===== src/rtl/mem_dma_pkg.sv =====
// Shared definitions for the memory copy/fill DMA.
//   ADDR_W_DEFAULT / DATA_W_DEFAULT / DEPTH_DEFAULT : geometry of the attached 16x8 memory
//   state_e : controller states (IDLE, READ, WRITE, DONE)
//   mode_e  : transfer kind latched at start (copy or fill)
package mem_dma_pkg;

    localparam int ADDR_W_DEFAULT = 4;
    localparam int DATA_W_DEFAULT = 8;
    localparam int DEPTH_DEFAULT  = 2 ** ADDR_W_DEFAULT;

    typedef enum logic [1:0] {
        IDLE  = 2'd0,
        READ  = 2'd1,
        WRITE = 2'd2,
        DONE  = 2'd3
    } state_e;

    typedef enum logic {
        MODE_COPY = 1'b0,
        MODE_FILL = 1'b1
    } mode_e;

endpackage


===== src/rtl/dma_addr_gen.sv =====
// Loadable wrapping up/down address pointer.
//   clk, reset    : clock, asynchronous active-high reset (pointer -> 0, direction -> up)
//   load_i        : load load_addr_i and latch load_down_i as the stepping direction
//   load_addr_i   : start address
//   load_down_i   : 1 = step downwards, 0 = step upwards
//   step_i        : advance the pointer one entry in the latched direction
//   ptr_o         : current pointer; arithmetic wraps modulo 2**ADDR_W
module dma_addr_gen #(
    parameter int ADDR_W = 4
) (
    input  logic              clk,
    input  logic              reset,
    input  logic              load_i,
    input  logic [ADDR_W-1:0] load_addr_i,
    input  logic              load_down_i,
    input  logic              step_i,
    output logic [ADDR_W-1:0] ptr_o
);

    logic [ADDR_W-1:0] ptr_q;
    logic              down_q;

    always_ff @(posedge clk or posedge reset) begin
        if (reset) begin
            ptr_q  <= '0;
            down_q <= 1'b0;
        end else if (load_i) begin
            ptr_q  <= load_addr_i;
            down_q <= load_down_i;
        end else if (step_i) begin
            // Natural ADDR_W-bit overflow gives the modulo-DEPTH wrap.
            ptr_q <= down_q ? ptr_q - 1'b1 : ptr_q + 1'b1;
        end
    end

    assign ptr_o = ptr_q;

endmodule


===== src/rtl/mem_copy_dma.sv =====
// Memory-to-memory copy / constant-fill DMA for a single-port-read,
// single-port-write memory with combinational read data.
//   clk, reset        : clock, asynchronous active-high reset
//   start             : request pulse, only honoured in IDLE
//   mode              : 0 = copy, 1 = fill (latched at start)
//   src_addr/dst_addr : first source / destination address
//   length            : byte count, 0 legal, saturates to DEPTH
//   fill_value        : byte written in fill mode
//   busy / done       : transfer in progress / one-cycle completion pulse
//   mem_read_addr     : read port address, mem_read_data returns its contents
//   mem_write_*       : write port, commits on the next rising clk
// Copy runs READ/WRITE pairs (2 cycles per byte); fill stays in WRITE
// (1 cycle per byte). Overlapping copies pick the direction that keeps
// source bytes intact until read, i.e. memmove semantics.
module mem_copy_dma
    import mem_dma_pkg::*;
#(
    parameter int ADDR_W = ADDR_W_DEFAULT,
    parameter int DATA_W = DATA_W_DEFAULT
) (
    input  logic              clk,
    input  logic              reset,
    input  logic              start,
    input  logic              mode,
    input  logic [ADDR_W-1:0] src_addr,
    input  logic [ADDR_W-1:0] dst_addr,
    input  logic [ADDR_W:0]   length,
    input  logic [DATA_W-1:0] fill_value,
    output logic              busy,
    output logic              done,
    output logic [ADDR_W-1:0] mem_read_addr,
    input  logic [DATA_W-1:0] mem_read_data,
    output logic              mem_write_enable,
    output logic [ADDR_W-1:0] mem_write_addr,
    output logic [DATA_W-1:0] mem_write_data
);

    localparam int DEPTH = 2 ** ADDR_W;
    localparam logic [ADDR_W:0] LEN_MAX = (ADDR_W + 1)'(DEPTH);

    state_e            state_q;
    mode_e             mode_q;
    logic [ADDR_W:0]   rem_q;
    logic [DATA_W-1:0] data_q;
    logic [DATA_W-1:0] fill_q;
    logic [ADDR_W-1:0] rd_addr_q;
    logic              busy_q;
    logic              done_q;
    logic              we_q;

    // Start-time decode: saturated length, direction and first pointers.
    mode_e             mode_d;
    logic [ADDR_W:0]   len_d;
    logic [ADDR_W-1:0] len_m1_d;
    logic [ADDR_W-1:0] dist_d;
    logic              down_d;
    logic [ADDR_W-1:0] src_start_d;
    logic [ADDR_W-1:0] dst_start_d;
    logic              accept_d;
    logic              step_d;
    logic [ADDR_W-1:0] src_ptr;
    logic [ADDR_W-1:0] dst_ptr;

    always_comb begin
        mode_d   = mode_e'(mode);
        len_d    = (length > LEN_MAX) ? LEN_MAX : length;
        len_m1_d = len_d[ADDR_W-1:0] - 1'b1;
        dist_d   = dst_addr - src_addr;
        // Destination starts inside the source window: walk backwards so
        // no source byte is overwritten before it has been read.
        down_d   = (mode_d == MODE_COPY) && (dist_d != '0) && ({1'b0, dist_d} < len_d);
        src_start_d = down_d ? src_addr + len_m1_d : src_addr;
        dst_start_d = down_d ? dst_addr + len_m1_d : dst_addr;
        accept_d = (state_q == IDLE) && start;
        step_d   = (state_q == WRITE);
    end

    dma_addr_gen #(.ADDR_W(ADDR_W)) u_src_gen (
        .clk        (clk),
        .reset      (reset),
        .load_i     (accept_d),
        .load_addr_i(src_start_d),
        .load_down_i(down_d),
        .step_i     (step_d),
        .ptr_o      (src_ptr)
    );

    dma_addr_gen #(.ADDR_W(ADDR_W)) u_dst_gen (
        .clk        (clk),
        .reset      (reset),
        .load_i     (accept_d),
        .load_addr_i(dst_start_d),
        .load_down_i(down_d),
        .step_i     (step_d),
        .ptr_o      (dst_ptr)
    );

    // Controller with registered busy/done/write-enable: each flag is set on
    // the edge that enters the state in which it must be visible.
    always_ff @(posedge clk or posedge reset) begin
        if (reset) begin
            state_q   <= IDLE;
            mode_q    <= MODE_COPY;
            rem_q     <= '0;
            data_q    <= '0;
            fill_q    <= '0;
            rd_addr_q <= '0;
            busy_q    <= 1'b0;
            done_q    <= 1'b0;
            we_q      <= 1'b0;
        end else begin
            case (state_q)
                IDLE: begin
                    if (start) begin
                        mode_q <= mode_d;
                        rem_q  <= len_d;
                        fill_q <= fill_value;
                        busy_q <= 1'b1;
                        if (len_d == '0) begin
                            state_q <= DONE;
                            done_q  <= 1'b1;
                        end else if (mode_d == MODE_FILL) begin
                            state_q <= WRITE;
                            we_q    <= 1'b1;
                        end else begin
                            state_q <= READ;
                        end
                    end
                end
                READ: begin
                    data_q    <= mem_read_data;
                    rd_addr_q <= src_ptr;
                    state_q   <= WRITE;
                    we_q      <= 1'b1;
                end
                WRITE: begin
                    rem_q <= rem_q - 1'b1;
                    if (rem_q == (ADDR_W + 1)'(1)) begin
                        state_q <= DONE;
                        done_q  <= 1'b1;
                        we_q    <= 1'b0;
                    end else if (mode_q == MODE_FILL) begin
                        state_q <= WRITE;
                        we_q    <= 1'b1;
                    end else begin
                        state_q <= READ;
                        we_q    <= 1'b0;
                    end
                end
                DONE: begin
                    state_q <= IDLE;
                    busy_q  <= 1'b0;
                    done_q  <= 1'b0;
                end
                default: begin
                    state_q <= IDLE;
                    busy_q  <= 1'b0;
                    done_q  <= 1'b0;
                    we_q    <= 1'b0;
                end
            endcase
        end
    end

    assign busy             = busy_q;
    assign done             = done_q;
    // Read address follows the source pointer only while reading and
    // otherwise holds the address of the last read.
    assign mem_read_addr    = (state_q == READ) ? src_ptr : rd_addr_q;
    assign mem_write_enable = we_q;
    assign mem_write_addr   = dst_ptr;
    assign mem_write_data   = (mode_q == MODE_FILL) ? fill_q : data_q;

endmodule


===== config.mk =====
export PLATFORM = sky130hd
export DESIGN_NAME = mem_copy_dma
export DESIGN_NICKNAME = d
export VERILOG_FILES = /design/src/rtl/mem_dma_pkg.sv /design/src/rtl/dma_addr_gen.sv /design/src/rtl/mem_copy_dma.sv
export SDC_FILE = /design/constraint.sdc
export NUM_CORES = 1
export LEC_CHECK = 0
export ABC_AREA = 1
export BUFFER_PORTS_ARGS = -buffer_cell sky130_fd_sc_hd__buf_2
export CAP_MARGIN = 5
export CORE_MARGIN = 2
export CORE_UTILIZATION = 49
export CTS_BUF_LIST = sky130_fd_sc_hd__clkbuf_8
export CTS_CLUSTER_SIZE = 16
export DETAILED_ROUTE_END_ITERATION = 12
export PLACE_DENSITY = 0.72
export SYNTH_ARGS = -nofsm -noshare
export SYNTH_HDL_FRONTEND = slang
export SYNTH_HIERARCHICAL = 1
export SYNTH_SLANG_ARGS = --single-unit

===== constraint.sdc =====
create_clock -name clk -period 1.7 [get_ports clk]
set_clock_uncertainty 0.05 [all_clocks]
set_input_delay 0.17 -clock clk [delete_from_list [all_inputs] [get_ports clk]]
set_output_delay 0.17 -clock clk [all_outputs]
set_load 0.005 [all_outputs]

* Yosys cells after proc, flatten, opt, wreduce, memory -nomap -nowiden
Index checks and enable logic that the tools add are counted.
** Storage, ports and cells
- Register bits after elaboration :: 40
- Output and inout bits :: 19
- Input port bits :: 33
** Operators by class
- Bitwise operators :: 1
- Equality and inequality tests :: 9
- Add/sub/neg operators :: 9
- Muxes and demuxes :: 31
- Reduce and logical (&&, ||, !) cells :: 16
- $lt $le $gt $ge :: 2
** Operators with widths (number)
- $mux W4 :: 9
- $sub A4 B1 Y4 const B :: 3
- $mux W2 :: 5
- $mux W5 :: 2
- $pmux W5 S2 :: 1
- $mux W1 :: 9
- $add A4 B1 Y4 const B :: 2
- $add A4 B4 Y4 :: 2
- $mux W8 :: 1
- $pmux W2 S4 :: 1
- $reduce_and A4 Y1 :: 2
- $ne A2 B2 Y1 const B :: 3
- $pmux W1 S3 :: 2
- $reduce_and A2 Y1 :: 3
- $reduce_bool A2 Y1 :: 3
- $reduce_bool A3 Y1 :: 2
- $eq A5 B1 Y1 const B :: 1
- $gt A5 B5 Y1 const B :: 1
- $logic_not A5 Y1 :: 1
- $lt A4 B5 Y1 :: 1
- $sub A5 B1 Y5 const B :: 1
- $eq A2 B2 Y1 const B :: 2
- $ne A2 B1 Y1 const B :: 2
- $reduce_bool A4 Y1 :: 1
- other kinds (6) :: 8

* Depth between registers and ports, before layout
- Word-level depth :: 6
- Depth in mapped cells :: 16
- Depth with buffers taken out :: 16

* Cells and area by module
Netlist, hierarchy kept.
** Modules (own cells, without submodules)
- mem_copy_dma :: instances 1, cells an instance 281, area each 2112.0 um^2, seq. area each 775.7 um^2
- dma_addr_gen :: instances 2, cells an instance 43, area each 370.4 um^2, seq. area each 125.1 um^2

* Worst setup path after synthesis
OpenSTA, ideal clock, no wires.
- Kind :: input to register
- From :: input dst_addr[0]
- To :: register u_dst_gen.ptr_q[2], in the netlist u_dst_gen/ptr_o[2]
- Setup slack :: -284 ps
- Arrival :: 1811 ps
- Cell stages on the path :: 13
- Cells stage by stage :: inv_1 > ha_1 > inv_1 > fa_1 > ha_1 > nand2_1 > nand3_2 > nand2_4 > nand2_4 > nand2_1 > nand2_1 > a22oi_2 > o21ai_2
** Between the ends
- Word-level cells in the longest chain between the ends :: 6
- Elaborated cells between the ends (all ways) :: 8
- Classes of those cells :: add/sub (2); order compare (1); mux (2); reduce/logical (3)
** Ends and longest elaborated chain
- from (decl) :: RTL line mem_copy_dma.sv:26 : input logic [ADDR_W-1:0] dst_addr,
- parallel branches: the longest is 4 deep, another holds $lt A4 B5 Y1
- $mux W4 (*) :: RTL line mem_copy_dma.sv:73 : dst_start_d = down_d ? dst_addr + len_m1_d : dst_addr;
- via dst_start_d[2] :: RTL line mem_copy_dma.sv:58 : logic [ADDR_W-1:0] dst_start_d;
- $mux W4 (*) :: RTL line dma_addr_gen.sv:27 : end else if (load_i) begin
- to (signal assigned) :: RTL line dma_addr_gen.sv:28 : ptr_q <= load_addr_i;
- to (signal assigned) :: RTL line dma_addr_gen.sv:32 : ptr_q <= down_q ? ptr_q - 1'b1 : ptr_q + 1'b1;
- to (decl) :: RTL line dma_addr_gen.sv:20 : logic [ADDR_W-1:0] ptr_q;
Mark *: on every way through the listed nets, which the timed path passes.
A chain may end at the register's enable or synchronous reset.

* Final worst setup path
- From :: input dst_addr[0]
- To :: register u_src_gen.ptr_q[2], in the netlist u_src_gen/ptr_o[2]
** Between the ends
- Word-level cells in the longest chain between the ends :: 6
- Elaborated cells between the ends (all ways) :: 7
- Classes of those cells :: add/sub (1); order compare (1); mux (2); reduce/logical (3)
** Ends and longest elaborated chain
- $sub A4 B4 Y4 (*) :: RTL line mem_copy_dma.sv:68 : dist_d = dst_addr - src_addr;
- parallel branches: the longest is 2 deep, another holds $lt A4 B5 Y1
- $logic_and A1 B1 Y1 (*) :: RTL line mem_copy_dma.sv:71 : down_d = (mode_d == MODE_COPY) && (dist_d != '0) && ({1'b0, dist_d} < len_d);
- $mux W4 (*) :: RTL line mem_copy_dma.sv:72 : src_start_d = down_d ? src_addr + len_m1_d : src_addr;
- via src_start_d[2] :: RTL line mem_copy_dma.sv:57 : logic [ADDR_W-1:0] src_start_d;
- $mux W4 (*) :: RTL line dma_addr_gen.sv:27
- to (signal assigned) :: RTL line dma_addr_gen.sv:28
- to (signal assigned) :: RTL line dma_addr_gen.sv:32
- to (decl) :: RTL line dma_addr_gen.sv:20
Marked as above.

==> summary.md <==
| Metric | Value |
|---|---|
| Outcome | `finished, violations left` |
| Violated checks | `negative setup slack` |
| Synth top area share | `0.360` |
| Post-synthesis average cell area | `7.77 µm²` |
| Die Ht | `80.3 µm` |
| Fin nets | `522` |
| Initial antenna violation count | `0` |
| WHS | `0.0173 ns` |
| Min cycle time layout | `1.84 ns` |
| CTS root buf | `clkbuf_8` |
| Worst-path clk slew | `0.09 ns` |
| Cells after synthesis | `367` |
| Crit-path max FO | `6` |
| Die Area | `6450 µm²` |
| Dpl ws | `-0.553 ns` |
| Ys Warns | `6` |
| Vias post-DR | `2,747` |
| Power Density | `1500 nW/µm²` |
| Max cap viols | `0` |
| CTS tree | `built` |
| Maximum VDD drop | `1.05 mV` |
| Yosys cell types | `37` |
| WS Path Type | `input port to register` |
| Most frequent cells in the layout | `nand2_1, buf_2, buf_4, dfrtp_1, inv_1` |
| # H-tree levels | `2` |
| Global-route wire length before repair | `12,100 µm` |
| Starting Density | `0.512` |
| Ant diodes | `0` |
| Commonest non-fill, non-tap cell in the layout | `nand2_1` |
| FILL cells | `438` |
| Seq/Total Area, Yosys | `0.360` |
| Vias in the first global route | `2,699` |
| #FFs+latches synth | `41` |
| Ranking of synthesized cells by area | `dfrtp_1, nand2_1, ha_1` |
| DRT iter0 DRCs | `113` |
| Post-route setup slack | `-0.135 ns` |
| Final GP Congestion | `0.989` |
| Startpoint types | `input port` |
| Ys async rst share | `1.00` |
| WL/cell | `13.7 µm` |
| Hold crit path type | `input port to register` |
| Die Wd | `80.3 µm` |
| Residual DRC | `0` |
| FP Rows | `27` |
| # setup viols final | `10` |
| Remaining antenna violation count | `0` |
| Area leader, netlist | `dfrtp_1` |
| RSZ-0062 raised after global routing | `yes` |
| Relative slew slack | `0.740` |
| Inst Count DP | `523` |
| EDFF count, synth | `0` |
| Total track usage | `0.241` |
| Worst-Skew Late Latency | `0.29 ns` |
| Hold Vio Cnt, Final | `0` |
| Syn_nets | `423` |
| Core ar. | `5570 µm²` |
| Ports | `52` |
| Total CTS buffers | `5` |
| Fin cells | `539` |
| Largest net degree at the start of global routing | `32` |
| Part of the cycle the worst path needs | `1.08` |
| CP arrival | `1.97 ns` |
| Port bufs | `51` |
| DP HPWL | `5420 µm` |
| Grt ovf | `0` |
| Via/cell ratio | `5.10` |
| CTS Sinks | `41` |
| Clk buf depth | `2` |
| Top_reg_cell synth | `dfrtp_1` |
| Post-Route WL | `7380 µm` |
| Worst Path Required | `1.83 ns` |
| Least-Margin Pin Slew | `0.390 ns` |
| Static Leak | `0.00208 µW` |
| Drt first pass iters | `5` |
| Share of cells above drive strength 1 | `0.400` |
| Post-synthesis instance area | `2850 µm²` |
| Slew Viols, Final | `0` |
| Fmax | `545 MHz` |
| Worst setup EP type | `register` |
| Area added between synthesis and finish | `38.3%` |
-- cell type report --
class                   count  area [µm²]  area share
clock buffers               5        68.8      0.0174
repair inverters            1        6.26     0.00159
clock inverters             3        68.8      0.0174
inverters                  56         238      0.0602
flip-flops and latches     41        1030       0.260
multi-input cells         266        1820       0.462
repair buffers             95         623       0.158
well taps                  72        90.1      0.0228
-- per-layer routing --
| metal | up-vias | track usage | part of all wire |
|---|---|---|---|
| met4 | 0 | 0.0847 | 0.022 |
| met2 | 67 | 0.420 | 0.51 |
| met5 | - | 0 | 0 |
| met1 | 1291 | 0.301 | 0.43 |
| li1 | 1370 | - | - |
| met3 | 19 | 0.0371 | 0.045 |
-- synthesized netlist by cell type (3+ instances only) --
| cell type | instances |
|---|---|
| o211ai_2 | 4 |
| nand2_1 | 119 |
| xor2_1 | 6 |
| ha_1 | 18 |
| inv_1 | 46 |
| nor2_4 | 5 |
| mux2_2 | 7 |
| dfrtp_1 | 41 |
| o21ai_0 | 12 |
| nand2_2 | 5 |
| a21oi_1 | 11 |
| o221ai_1 | 3 |
| nand3_1 | 30 |
| inv_2 | 8 |
| fa_1 | 5 |
| nor2_1 | 17 |
-- flip-flops by register name, indices dropped and copies added, names as in the netlist --
register          flops
data_q                8
u_src_gen/ptr_o       4
mode_q                1
rd_addr_q             4
done                  1
u_src_gen/down_q      1
u_dst_gen/down_q      1
fill_q                8
state_q               2
rem_q                 5
u_dst_gen/ptr_o       4
mem_write_enable      1
busy                  1
-- repair_timing --
item                                    4_1_cts  5_1_grt
hold buffers                                  1        0
pin swaps                                    16       10
endpoints found under the hold margin        41        0
resized for setup                            35       25
endpoints found under the setup margin       14       13
buffers inserted                              3        3
cloned                                        1        1
-- per-stage QoR --
stage | util | TNS (ns) | power, µW | instance area [µm²]
global route | 0.708 | -1.65 | 6450 | 3950
floorplan | - | -1.49 | 3830 | 2900
CTS | 0.684 | -0.380 | 5810 | 3810
global placement | 0.627 | -4.37 | 4630 | 3490
finish | 0.708 | -0.876 | 5900 | 3950
detailed placement | 0.627 | -4.86 | 4760 | 3490
-- report_power, final --
group | switching, µW | internal, µW
combinational | 1730 | 1420
clock | 361 | 591
sequential | 351 | 1450
-- critical path: stages --
cell     delay (ns)
buf_12         0.11
inv_12         0.04
ha_4           0.12
inv_4          0.04
fa_2           0.55
ha_4           0.20
nand2_2        0.07
nand3_2        0.09
nand2_4        0.12
nand2_4        0.09
nand2_1        0.07
nand2_1        0.05
a22oi_2        0.17
o21ai_2        0.07
-- path summary, 6_finish.rpt --
| path | start | cells past startpoint | slack, ns | to |
|---|---|---|---|---|
| setup / recovery | dst_addr[0] | 14 | -0.14 | u_src_gen/ptr_o[2]$_DFFE_PP0P_ |
| hold / removal | fill_value[6] | 3 | 0.02 | fill_q[6]$_DFFE_PP0P_ |
| setup reg to reg | state_q[0]$_DFFE_PP0N_ | 6 | 0.14 | u_src_gen/ptr_o[2]$_DFFE_PP0P_ |
| hold reg to reg | fill_q[4]$_DFFE_PP0P_ | 2 | 0.43 | fill_q[4]$_DFFE_PP0P_ |
| max in group asynchronous | reset | 4 | 0.81 | state_q[0]$_DFFE_PP0N_ |
| min in group asynchronous | reset | 3 | 0.31 | u_dst_gen/ptr_o[0]$_DFFE_PP0P_ |
-- logic make-up after synthesis --
group | synth area share
buffers and inverters | 0.0873
AND/OR/NAND/NOR | 0.289
adder cells (fa/ha/maj) | 0.114
XOR/XNOR | 0.0215
multiplexers | 0.0276
flip-flops | 0.360
AO/OA/AOI/OAI | 0.101
Note: power is estimated with default switching activity, not from simulation.
